[config.mk]
export PLATFORM = sky130hd
export DESIGN_NAME = fd_scan_engine_flat
export DESIGN_NICKNAME = d
export VERILOG_FILES = /design/src/rtl/fd_scan_if.sv /design/src/rtl/fd_scan_engine.sv /design/src/flat_wrapper.sv
export SDC_FILE = /design/constraint.sdc
export NUM_CORES = 1
export LEC_CHECK = 0
export CAP_MARGIN = 20
export CORE_MARGIN = 3
export CORE_UTILIZATION = 55
export CTS_BUF_LIST = sky130_fd_sc_hd__clkbuf_16
export DETAILED_ROUTE_END_ITERATION = 8
export MAX_ROUTING_LAYER = met4
export PLACE_DENSITY_LB_ADDON = 0.12
export SKIP_CTS_REPAIR_TIMING = 1
export SYNTH_ARGS = -nofsm -noshare
export SYNTH_HDL_FRONTEND = slang
export SYNTH_SLANG_ARGS = --single-unit
export TNS_END_PERCENT = 1
[constraint.sdc]
create_clock -name clock -period 53.4 [get_ports clock]
set_input_delay 8.01 -clock clock [delete_from_list [all_inputs] [get_ports clock]]
set_output_delay 8.01 -clock clock [all_outputs]
set_load 0.02 [all_outputs]
[src/rtl/fd_scan_if.sv]
// Bundle of control, SRAM read and corner-stream signals for fd_scan_engine.
// The slave modport is the engine; the master modport is its environment.
interface fd_scan_if #(
    parameter int unsigned ADDR_W = 15,
    parameter int unsigned PIX_W  = 8,
    parameter int unsigned THR_W  = 6,
    parameter int unsigned CNT_W  = 15
);
    logic              start;
    logic [THR_W-1:0]  thres;
    logic [4:0]        arcLen;
    logic [ADDR_W-1:0] sramAddr;
    logic              sramRden;
    logic [PIX_W-1:0]  sramData;
    logic              cornerValid;
    logic              cornerReady;
    logic [ADDR_W-1:0] cornerAddr;
    logic              cornerType;
    logic              busy;
    logic              done;
    logic [CNT_W-1:0]  cornerCount;

    modport slave (
        input  start, thres, arcLen, sramData, cornerReady,
        output sramAddr, sramRden, cornerValid, cornerAddr, cornerType, busy, done, cornerCount
    );

    modport master (
        output start, thres, arcLen, sramData, cornerReady,
        input  sramAddr, sramRden, cornerValid, cornerAddr, cornerType, busy, done, cornerCount
    );
endinterface

[src/rtl/fd_scan_engine.sv]
// FAST-N corner scan over a row-major image in single-port SRAM. Each interior pixel
// costs 17 read cycles (centre + 16 circle points), one drain cycle and one evaluate
// cycle; corners are streamed out over a valid/ready handshake.
module fd_scan_engine #(
    parameter int unsigned IMG_W  = 128,
    parameter int unsigned IMG_H  = 128,
    parameter int unsigned ADDR_W = 15,
    parameter int unsigned PIX_W  = 8,
    parameter int unsigned THR_W  = 6,
    parameter int unsigned CNT_W  = 15
) (
    input logic      clock,
    input logic      reset,
    fd_scan_if.slave bus
);
    localparam int unsigned XW = $clog2(IMG_W);
    localparam int unsigned YW = $clog2(IMG_H);
    localparam logic [XW-1:0] XFirst = XW'(3);
    localparam logic [XW-1:0] XLast  = XW'(IMG_W - 4);
    localparam logic [YW-1:0] YFirst = YW'(3);
    localparam logic [YW-1:0] YLast  = YW'(IMG_H - 4);
    localparam logic [ADDR_W-1:0] RefFirst = ADDR_W'(3 * IMG_W + 3);
    localparam int Wi = int'(IMG_W);

    typedef enum logic [2:0] {StIdle, StFetch, StWait, StEval, StOut, StDone} state_e;

    state_e            state_q, state_d;
    logic [4:0]        fcnt_q;
    logic [XW-1:0]     x_q;
    logic [YW-1:0]     y_q;
    logic [ADDR_W-1:0] ref_addr_q;
    logic [PIX_W-1:0]  ref_pix_q;
    logic [PIX_W-1:0]  adj_q [16];
    logic [THR_W-1:0]  thr_q;
    logic [4:0]        arc_q;
    logic [CNT_W-1:0]  cnt_q;
    logic [ADDR_W-1:0] caddr_q;
    logic              ctype_q;

    logic [ADDR_W-1:0] rd_addr;
    logic [PIX_W:0]    hi_sum;
    logic [PIX_W-1:0]  thr_ext, hi, lo;
    logic [15:0]       bright, dark;
    logic              is_bright, is_corner;
    logic              last_pix, pixel_done, start_ok;

    // Linear address offset of circle point idx relative to the centre pixel.
    function automatic int circ_off(input logic [3:0] idx);
        int dx, dy;
        dx = 0;
        dy = 0;
        case (idx)
            4'd0:    begin dx =  0; dy = -3; end
            4'd1:    begin dx =  1; dy = -3; end
            4'd2:    begin dx =  2; dy = -2; end
            4'd3:    begin dx =  3; dy = -1; end
            4'd4:    begin dx =  3; dy =  0; end
            4'd5:    begin dx =  3; dy =  1; end
            4'd6:    begin dx =  2; dy =  2; end
            4'd7:    begin dx =  1; dy =  3; end
            4'd8:    begin dx =  0; dy =  3; end
            4'd9:    begin dx = -1; dy =  3; end
            4'd10:   begin dx = -2; dy =  2; end
            4'd11:   begin dx = -3; dy =  1; end
            4'd12:   begin dx = -3; dy =  0; end
            4'd13:   begin dx = -3; dy = -1; end
            4'd14:   begin dx = -2; dy = -2; end
            default: begin dx = -1; dy = -3; end
        endcase
        return dy * Wi + dx;
    endfunction

    // Longest circular run of ones; the mask is doubled so a run may wrap 15->0.
    function automatic logic [4:0] max_run(input logic [15:0] m);
        logic [31:0] d;
        logic [5:0]  run, best;
        d    = {m, m};
        run  = '0;
        best = '0;
        for (int i = 0; i < 32; i++) begin
            run = d[i] ? run + 6'd1 : 6'd0;
            if (run > best) best = run;
        end
        return (best > 6'd16) ? 5'd16 : best[4:0];
    endfunction

    // Read address: centre on fetch cycle 0, circle point (fcnt-1) afterwards, mod 2^ADDR_W.
    always_comb begin
        rd_addr = ref_addr_q;
        if (fcnt_q != 5'd0) rd_addr = ref_addr_q + ADDR_W'(circ_off(4'(fcnt_q - 5'd1)));
    end

    // Segment test on the captured centre and circle.
    always_comb begin
        thr_ext = PIX_W'(thr_q);
        hi_sum  = {1'b0, ref_pix_q} + {1'b0, thr_ext};
        hi      = hi_sum[PIX_W] ? '1 : hi_sum[PIX_W-1:0];
        lo      = (ref_pix_q >= thr_ext) ? ref_pix_q - thr_ext : '0;
        bright  = '0;
        dark    = '0;
        for (int i = 0; i < 16; i++) begin
            bright[i] = adj_q[i] > hi;
            dark[i]   = adj_q[i] < lo;
        end
        is_bright = max_run(bright) >= arc_q;
        is_corner = is_bright || (max_run(dark) >= arc_q);
    end

    assign last_pix   = (x_q == XLast) && (y_q == YLast);
    assign start_ok   = (state_q == StIdle) && bus.start;
    assign pixel_done = ((state_q == StEval) && !is_corner) ||
                        ((state_q == StOut) && bus.cornerReady);

    // Next-state logic.
    always_comb begin
        state_d = state_q;
        unique case (state_q)
            StIdle:  if (bus.start) state_d = StFetch;
            StFetch: if (fcnt_q == 5'd16) state_d = StWait;
            StWait:  state_d = StEval;
            StEval: begin
                if (is_corner)     state_d = StOut;
                else if (last_pix) state_d = StDone;
                else               state_d = StFetch;
            end
            StOut:   if (bus.cornerReady) state_d = last_pix ? StDone : StFetch;
            StDone:  state_d = StIdle;
            default: state_d = StIdle;
        endcase
    end

    // State register.
    always_ff @(posedge clock or posedge reset) begin
        if (reset) state_q <= StIdle;
        else       state_q <= state_d;
    end

    // Scan position, latched run parameters, result record and corner counter.
    always_ff @(posedge clock or posedge reset) begin
        if (reset) begin
            fcnt_q     <= '0;
            x_q        <= '0;
            y_q        <= '0;
            ref_addr_q <= '0;
            thr_q      <= '0;
            arc_q      <= '0;
            cnt_q      <= '0;
            caddr_q    <= '0;
            ctype_q    <= 1'b0;
        end else begin
            fcnt_q <= (state_q == StFetch) ? fcnt_q + 5'd1 : 5'd0;
            if (start_ok) begin
                x_q        <= XFirst;
                y_q        <= YFirst;
                ref_addr_q <= RefFirst;
                thr_q      <= bus.thres;
                cnt_q      <= '0;
                if (bus.arcLen < 5'd9)       arc_q <= 5'd9;
                else if (bus.arcLen > 5'd16) arc_q <= 5'd16;
                else                         arc_q <= bus.arcLen;
            end
            if (state_q == StEval && is_corner) begin
                caddr_q <= ref_addr_q;
                ctype_q <= is_bright;
            end
            if (state_q == StOut && bus.cornerReady && cnt_q != '1) cnt_q <= cnt_q + CNT_W'(1);
            if (pixel_done && !last_pix) begin
                if (x_q == XLast) begin
                    x_q        <= XFirst;
                    y_q        <= y_q + YW'(1);
                    ref_addr_q <= ref_addr_q + ADDR_W'(7);
                end else begin
                    x_q        <= x_q + XW'(1);
                    ref_addr_q <= ref_addr_q + ADDR_W'(1);
                end
            end
        end
    end

    // Capture read data one cycle after each read: word 0 is the centre, then circle 0..15.
    always_ff @(posedge clock or posedge reset) begin
        if (reset) begin
            ref_pix_q <= '0;
            for (int i = 0; i < 16; i++) adj_q[i] <= '0;
        end else if (state_q == StFetch && fcnt_q != 5'd0) begin
            if (fcnt_q == 5'd1) ref_pix_q <= bus.sramData;
            else                adj_q[4'(fcnt_q - 5'd2)] <= bus.sramData;
        end else if (state_q == StWait) begin
            adj_q[15] <= bus.sramData;
        end
    end

    // Outputs decoded from state so reset clears them immediately.
    always_comb begin
        bus.sramRden    = (state_q == StFetch);
        bus.sramAddr    = (state_q == StFetch) ? rd_addr : '0;
        bus.cornerValid = (state_q == StOut);
        bus.busy        = (state_q != StIdle) && (state_q != StDone);
        bus.done        = (state_q == StDone);
        bus.cornerAddr  = caddr_q;
        bus.cornerType  = ctype_q;
        bus.cornerCount = cnt_q;
    end
endmodule
[src/flat_wrapper.sv]
// flat-port wrapper written by rule: the top's interface ports become plain ports
module fd_scan_engine_flat 
#(
    parameter int unsigned IMG_W  = 128,
    parameter int unsigned IMG_H  = 128,
    parameter int unsigned ADDR_W = 15,
    parameter int unsigned PIX_W  = 8,
    parameter int unsigned THR_W  = 6,
    parameter int unsigned CNT_W  = 15
)
  (clock, reset, bus_start, bus_thres, bus_arcLen, bus_sramData, bus_cornerReady, bus_sramAddr, bus_sramRden, bus_cornerValid, bus_cornerAddr, bus_cornerType, bus_busy, bus_done, bus_cornerCount);
  fd_scan_if #(.ADDR_W(ADDR_W), .PIX_W(PIX_W), .THR_W(THR_W), .CNT_W(CNT_W)) bus_i ();
  input logic clock;
  input logic reset;
  input wire logic [$bits(bus_i.start)-1:0] bus_start;
  input wire logic [$bits(bus_i.thres)-1:0] bus_thres;
  input wire logic [$bits(bus_i.arcLen)-1:0] bus_arcLen;
  input wire logic [$bits(bus_i.sramData)-1:0] bus_sramData;
  input wire logic [$bits(bus_i.cornerReady)-1:0] bus_cornerReady;
  output wire logic [$bits(bus_i.sramAddr)-1:0] bus_sramAddr;
  output wire logic [$bits(bus_i.sramRden)-1:0] bus_sramRden;
  output wire logic [$bits(bus_i.cornerValid)-1:0] bus_cornerValid;
  output wire logic [$bits(bus_i.cornerAddr)-1:0] bus_cornerAddr;
  output wire logic [$bits(bus_i.cornerType)-1:0] bus_cornerType;
  output wire logic [$bits(bus_i.busy)-1:0] bus_busy;
  output wire logic [$bits(bus_i.done)-1:0] bus_done;
  output wire logic [$bits(bus_i.cornerCount)-1:0] bus_cornerCount;
  assign bus_i.start = bus_start;
  assign bus_i.thres = bus_thres;
  assign bus_i.arcLen = bus_arcLen;
  assign bus_i.sramData = bus_sramData;
  assign bus_i.cornerReady = bus_cornerReady;
  assign bus_sramAddr = bus_i.sramAddr;
  assign bus_sramRden = bus_i.sramRden;
  assign bus_cornerValid = bus_i.cornerValid;
  assign bus_cornerAddr = bus_i.cornerAddr;
  assign bus_cornerType = bus_i.cornerType;
  assign bus_busy = bus_i.busy;
  assign bus_done = bus_i.done;
  assign bus_cornerCount = bus_i.cornerCount;
  fd_scan_engine #(.IMG_W(IMG_W), .IMG_H(IMG_H), .ADDR_W(ADDR_W), .PIX_W(PIX_W), .THR_W(THR_W), .CNT_W(CNT_W)) u_core (.clock(clock), .reset(reset), .bus(bus_i));
endmodule
Word-level counts from Yosys, hierarchy flattened
Memories as Yosys holds them, arrays and structs flattened.
Cells that the tools add are included.
W data, S select, Z words.

word-level totals
  register bits after elaboration = 215
  memory bits (read-only) = 1,024
  input port bits = 23
  output and inout port bits = 50
  word-level logic and storage cells = 409
  memories = 1

memory list
  name             words  bits a word  read ports  clocked after memory_dff  wr ports  line                  source
  (no name shown)  16     64           1           0                         0         fd_scan_engine.sv:52  case (idx)

operators by class
  add/subtract/negate cells = 74
  $lt $le $gt $ge = 105
  equality and inequality tests = 15
  mux-type cells = 161
  bitwise gates (word level) = 2
  reductions and logical operators = 24

operators by type and width
  kind                     number
  $mux W6                  126
  $add A6 B1 Y6 const B    62
  $gt A6 B6 Y1             62
  $bwmux W128              1
  $gt A8 B8 Y1             16
  $lt A8 B8 Y1             16
  $mux W15                 7
  $mux W8                  6
  $mux W7                  6
  $mux W40                 1
  $demux W8 S4             1
  $add A15 B1 Y15 const B  2
  $add A15 B15 Y15         2
  $mux W5                  5
  $add A15 B3 Y15 const B  1
  $mux W3                  5
  $ne A15 B15 Y1 const B   1
  $pmux W3 S5              1
  $add A7 B1 Y7 const B    2
  $eq A7 B7 Y1 const B     2
  $gt A6 B1 Y1 const B     2
  $gt A6 B5 Y1 const B     2
  $ge A5 B5 Y1             2
  $logic_and A1 B1 Y1      10
  other kinds (29)         40

Longest topological paths before layout
  depth after elaboration = 77
  gate-level depth with buffers = 296
  mapped depth without buffers = 287

Worst setup path after synthesis
No wires, ideal clock.

  path kind = register to register
  from = reg u_core.thr_q[0]
  to = reg u_core.ref_addr_q[12]
  setup time = 0.133 ns
  arrival = 53.390 ns
  required time = 53.267 ns
  slack = -0.124 ns
  cell stages (with the launch flop) = 259
  path buffers = 16
  period minus slack after synthesis = 53.524 ns
  path through = dfrtp_1 > ha_1 > fa_1 > nor2b_1 > o311a_2 > nor2_1 > nor2_1 > nor2_1 > nor2_1 > nor2_1 > ha_1 > a21o_1 > maj3_1 > a21oi_1 > o21ai_0 > o31ai_1 > ha_1 > inv_1 > [... 223 more ...] > nor3_1 > a21oi_2 > a21o_1 > ha_1 > nand2b_1 > a21o_1 > a21oi_1 > nor2b_1 > o21ai_0 > nand2b_1 > a211o_1 > o21ai_0 > o21ai_1 > and2_1 > clkbuf_1 > clkbuf_1 > o21ai_0 > o41ai_1

on the way
  cells in the longest elaborated chain, start to end = 77
  elaborated cells between the ends (all ways) = 304
  those cells by class = 64 x add/sub; 101 x order compare; 133 x mux; 6 x reduce/logical

RTL lines
  what                                            line                                          source
  start: declaration                              fd_scan_engine.sv:34                          logic [THR_W-1:0] thr_q;
  start signal: assignment                        fd_scan_engine.sv:156                         thr_q <= bus.thres;
  $add A8 B6 Y9, or another cell as far along     fd_scan_engine.sv:96                          hi_sum = {1'b0, ref_pix_q} + {1'b0, thr_ext};
  $mux W8, on equally long branches               fd_scan_engine.sv:97, fd_scan_engine.sv:98
  $gt A8 B8 Y1 or $lt A8 B8 Y1 (tied branches)    fd_scan_engine.sv:102, fd_scan_engine.sv:103
  $mux W1                                         fd_scan_engine.sv:81                          run = d[i] ? run + 6'd1 : 6'd0;
  $add A6 B1 Y6 or $gt A6 B1 Y1 (tied branches)   fd_scan_engine.sv:81, fd_scan_engine.sv:82
  $mux W6, on equally long branches               fd_scan_engine.sv:81, fd_scan_engine.sv:82
  $add A6 B1 Y6 or $gt A6 B6 Y1 (tied branches)   fd_scan_engine.sv:81, fd_scan_engine.sv:82
  $mux W6, on equally long branches               fd_scan_engine.sv:81, fd_scan_engine.sv:82
  [... 61 more ...]                               -
  $mux W5                                         fd_scan_engine.sv:84                          return (best > 6'd16) ? 5'd16 : best[4:0];
  $ge A5 B5 Y1, on equally long branches          fd_scan_engine.sv:105, fd_scan_engine.sv:106
  $logic_or A1 B1 Y1 *                            fd_scan_engine.sv:106                         is_corner = is_bright || (max_run(dark) >= arc_q);
  $logic_not A1 Y1 *                              fd_scan_engine.sv:111                         assign pixel_done = ((state_q == StEval) && !is_corner) ||
  $logic_and A1 B1 Y1 *                           fd_scan_engine.sv:111
  $logic_or A1 B1 Y1 *                            fd_scan_engine.sv:111
  $logic_and A1 B1 Y1 *                           fd_scan_engine.sv:167                         if (pixel_done && !last_pix) begin
  $mux W15 or $reduce_bool A2 Y1 (tied branches)  -
  end signal: assignment                          fd_scan_engine.sv:155                         ref_addr_q <= RefFirst;
  end signal: assignment                          fd_scan_engine.sv:171                         ref_addr_q <= ref_addr_q + ADDR_W'(7);
  end signal: assignment                          fd_scan_engine.sv:174                         ref_addr_q <= ref_addr_q + ADDR_W'(1);
  end: declaration                                fd_scan_engine.sv:31                          logic [ADDR_W-1:0] ref_addr_q;

Every way passes the cells marked *; elsewhere a longest branch is shown, timed or not.
A chain may end at the register's enable or synchronous reset.

Final worst setup path
Same ends and word-level chain as after synthesis.

==> impl_results.md <==
* Synth cell count leaders: ha_1 (565), nand2_1 (502), nor2_1 (476)
* Hold slack at a little under 500 ps
* Worst-Skew Late Latency at 560 ps
* Final slew viol count at 0
* Cells after Synth at roughly 5400
* Tmin final at 51050 ps
* Fill cells at roughly 6600
* CP Max Fanout at 29
* Drt total wl at 128000 um
* Crit path max-delay cell type: o31ai_1
* Root Driver: clkbuf_16
* Layout Skew at 30.8 ps
* Outcome: completed
* Number of setup violations in the final report at 0
* Sequential cell area fraction in the yosys report at 0.132
* Final GP Congestion at 0.971
* Post-synth top area cell: ha_1
* Headroom to the max-slew limit at 0.236
* Worst hold path class: register to register
* CTS buffer count at 25
* Worst-Margin Slew at around 1100 ps
* Nets at approximately 6300
* DP Area at between 40000 and 50000 um2
* Hold depth at 1
* GRT Resource Usage Total at 0.319
* HP Start: u_core.x_q[5]$_DFFE_PP0P_
* Largest net degree at the start of global routing at 87
* First-pass GRT wire length at 202000 um
* DR vias/cell at ~6.3
* Most Frequent Cell on Critical Path: ha_1
* Clock-pin slew of the registers on the worst-case setup and hold paths at roughly 60 ps
* Starting Density at 0.558
* Ports at between 70 and 80
* Max cap viols at 0
* Routed len/inst at between 15 and 20 um
* Clk sinks at 215
* Worst R2R Path Depth at 250
* Final period util at 0.956
* Die Span X at ~280 um
* Clock buffer depth at 3
* Rows at 99
* CP Capture Type: register
* Top cell type's share of synthesized area at 0.173
* H-tree depth at 1
* Layout cells sized above 1 at 0.173
* HPWL Detailed at ~99000 um
* DIE AREA at ~78000 um2
* Total gr overflow at 0
* Yosys warning count at 0
* Number of synthesized flops with an enable pin at 0
* Multi-input gate area at 34700 um2
* Sequential Area at approximately 5400 um2
* PortBufs at 72
* CP Launch Type: register
* Synth unique cells at 143
* Hold endpoint: u_core.x_q[5]$_DFFE_PP0P_
* Cell area after synthesis at ~40000 um2
* Reg2reg start: u_core.thr_q[0]$_DFFE_PP0P_
* Count leader, synth: ha_1
* Highest Clock Rate at between 0.015 and 0.02 GHz
* CTS tree: yes
* Die Height at approximately 280 um
* R2R Setup Slk at 2350 ps
* Post-DRT Antenna Nets at 0
* Post-Syn Area per Cell at 7.63 um2
* Initial antenna violation count at 3
* Area growth, synth to finish at 15.4%
* Final Hold Viols at 0
* Finished Cell Area at 47100 um2
* Pre-antenna DRT Iters at 6
* Req. time, crit path at roughly 54000 ps
* Crit path largest cell delay at around 740 ps
* Ys flop type: dfrtp_1
* Leading post-synthesis cells by cell area: ha_1 (17%), dfrtp_1 (13%), mux2_2 (5.8%)
* Final TNS setup at 0 ps
* DRC Markers at 0
* Crit Reg-Reg Endpoint: u_core.ref_addr_q[12]$_DFFE_PP0P_
* CORE AREA at roughly 73000 um2
* Vias in the first global route at around 39000
* Kind of critical path: register to register
* Vias at approximately 42000
* Critical path arrival at 51500 ps
* Synth async-reset ratio at 1.00
* Initial DRC count at around 3400
* Synth Register Bits at roughly 220
-- metrics by stage --
step / cells / setup slack [ps] / util
2_1_floorplan: 5367 / 39.0 / -
3_3_place_gp: 6562 / -28.4 / 0.609
3_5_place_dp: 6563 / -1720 / 0.609
4_1_cts: 6608 / -1950 / 0.620
5_1_grt: 6698 / -790 / 0.644
6_report: 6698 / 2350 / 0.644
-- sequential cells by signal, summed over array words and instances, names as in the netlist --
register                cells
u_core.ref_addr_q          15
u_core.bus.cornerAddr      15
u_core.thr_q                6
u_core.fcnt_q               5
u_core.state_q              3
u_core.y_q                  7
u_core.ref_pix_q            8
u_core.bus.cornerType       1
u_core.adj_q              128
u_core.arc_q                5
u_core.bus.cornerCount     15
u_core.x_q                  7
-- how the worst max path moves through the flow --
stage                           startpoint  cells past startpoint                           endpoint  slack [ps]
2_1_floorplan  u_core.thr_q[0]$_DFFE_PP0P_                    258  u_core.ref_addr_q[12]$_DFFE_PP0P_          40
3_3_place_gp   u_core.thr_q[0]$_DFFE_PP0P_                    256            u_core.y_q[4]$_DFF_PP0_         -30
3_5_place_dp   u_core.thr_q[0]$_DFFE_PP0P_                    256            u_core.y_q[4]$_DFF_PP0_       -1720
4_1_cts        u_core.thr_q[0]$_DFFE_PP0P_                    255            u_core.y_q[4]$_DFF_PP0_       -1950
5_1_grt        u_core.thr_q[0]$_DFFE_PP0P_                    263            u_core.y_q[4]$_DFF_PP0_        -790
6_report       u_core.thr_q[0]$_DFFE_PP0P_                    250  u_core.ref_addr_q[12]$_DFFE_PP0P_        2350
-- layout by cell type, fill, tap and decap left out, types with 77 or more instances in the layout --
cell,instances
mux2_2,204
a21oi_1,264
nand2b_1,88
nand3_1,226
nor3_1,110
and2_1,103
nand2_1,494
buf_4,383
o21ai_0,264
dfrtp_1,215
a21o_1,116
xor2_1,77
and3_1,100
inv_1,363
xnor2_1,209
nor2_1,461
mux2i_1,83
ha_1,556
-- layer usage --
metal	global-route usage	wire length (um)
met1	0.460	61900
met2	0.485	56100
met3	0.0254	7240
met4	0.0747	3190
met5	-	0
-- cells by family (layout without fill, tap and decap cells) --
group,after synthesis,after routing,synth area share
xor gates and xnor gates,290,290,0.0632
DFF,215,215,0.132
muxes,319,319,0.0865
and+or+nand+nor,1963,1963,0.237
buffers and inverters,507,874,0.0480
other,2,17,0.000184
adders and majority gates,604,604,0.185
AOI/OAI and AO/OA,1455,1457,0.248
-- worst max-delay path, delay by kind of cell, from the launching register on --
| family | cells | cell delay [ps] |
|---|---|---|
| AO/OA/AOI/OAI | 106 | 19120 |
| adder cells (fa/ha/maj) | 38 | 11450 |
| buffers and inverters | 22 | 2800 |
| flip-flops | 1 | 400 |
| multiplexers | 17 | 5200 |
| AND/OR/NAND/NOR | 67 | 11880 |
-- final cells by class --
| class | count | area share |
|---|---|---|
| diodes | 3 | 0.000159 |
| clock buffers | 25 | 0.0133 |
| clock inverters | 20 | 0.00289 |
| inverters | 369 | 0.0296 |
| multi-input cells | 4647 | 0.736 |
| flip-flops and latches | 215 | 0.114 |
| well taps | 959 | 0.0255 |
| repair buffers | 460 | 0.0780 |
Power is left out: the tool's default activity adds up to more than one toggle a clock period on the data nets, which glitch-free logic cannot reach.
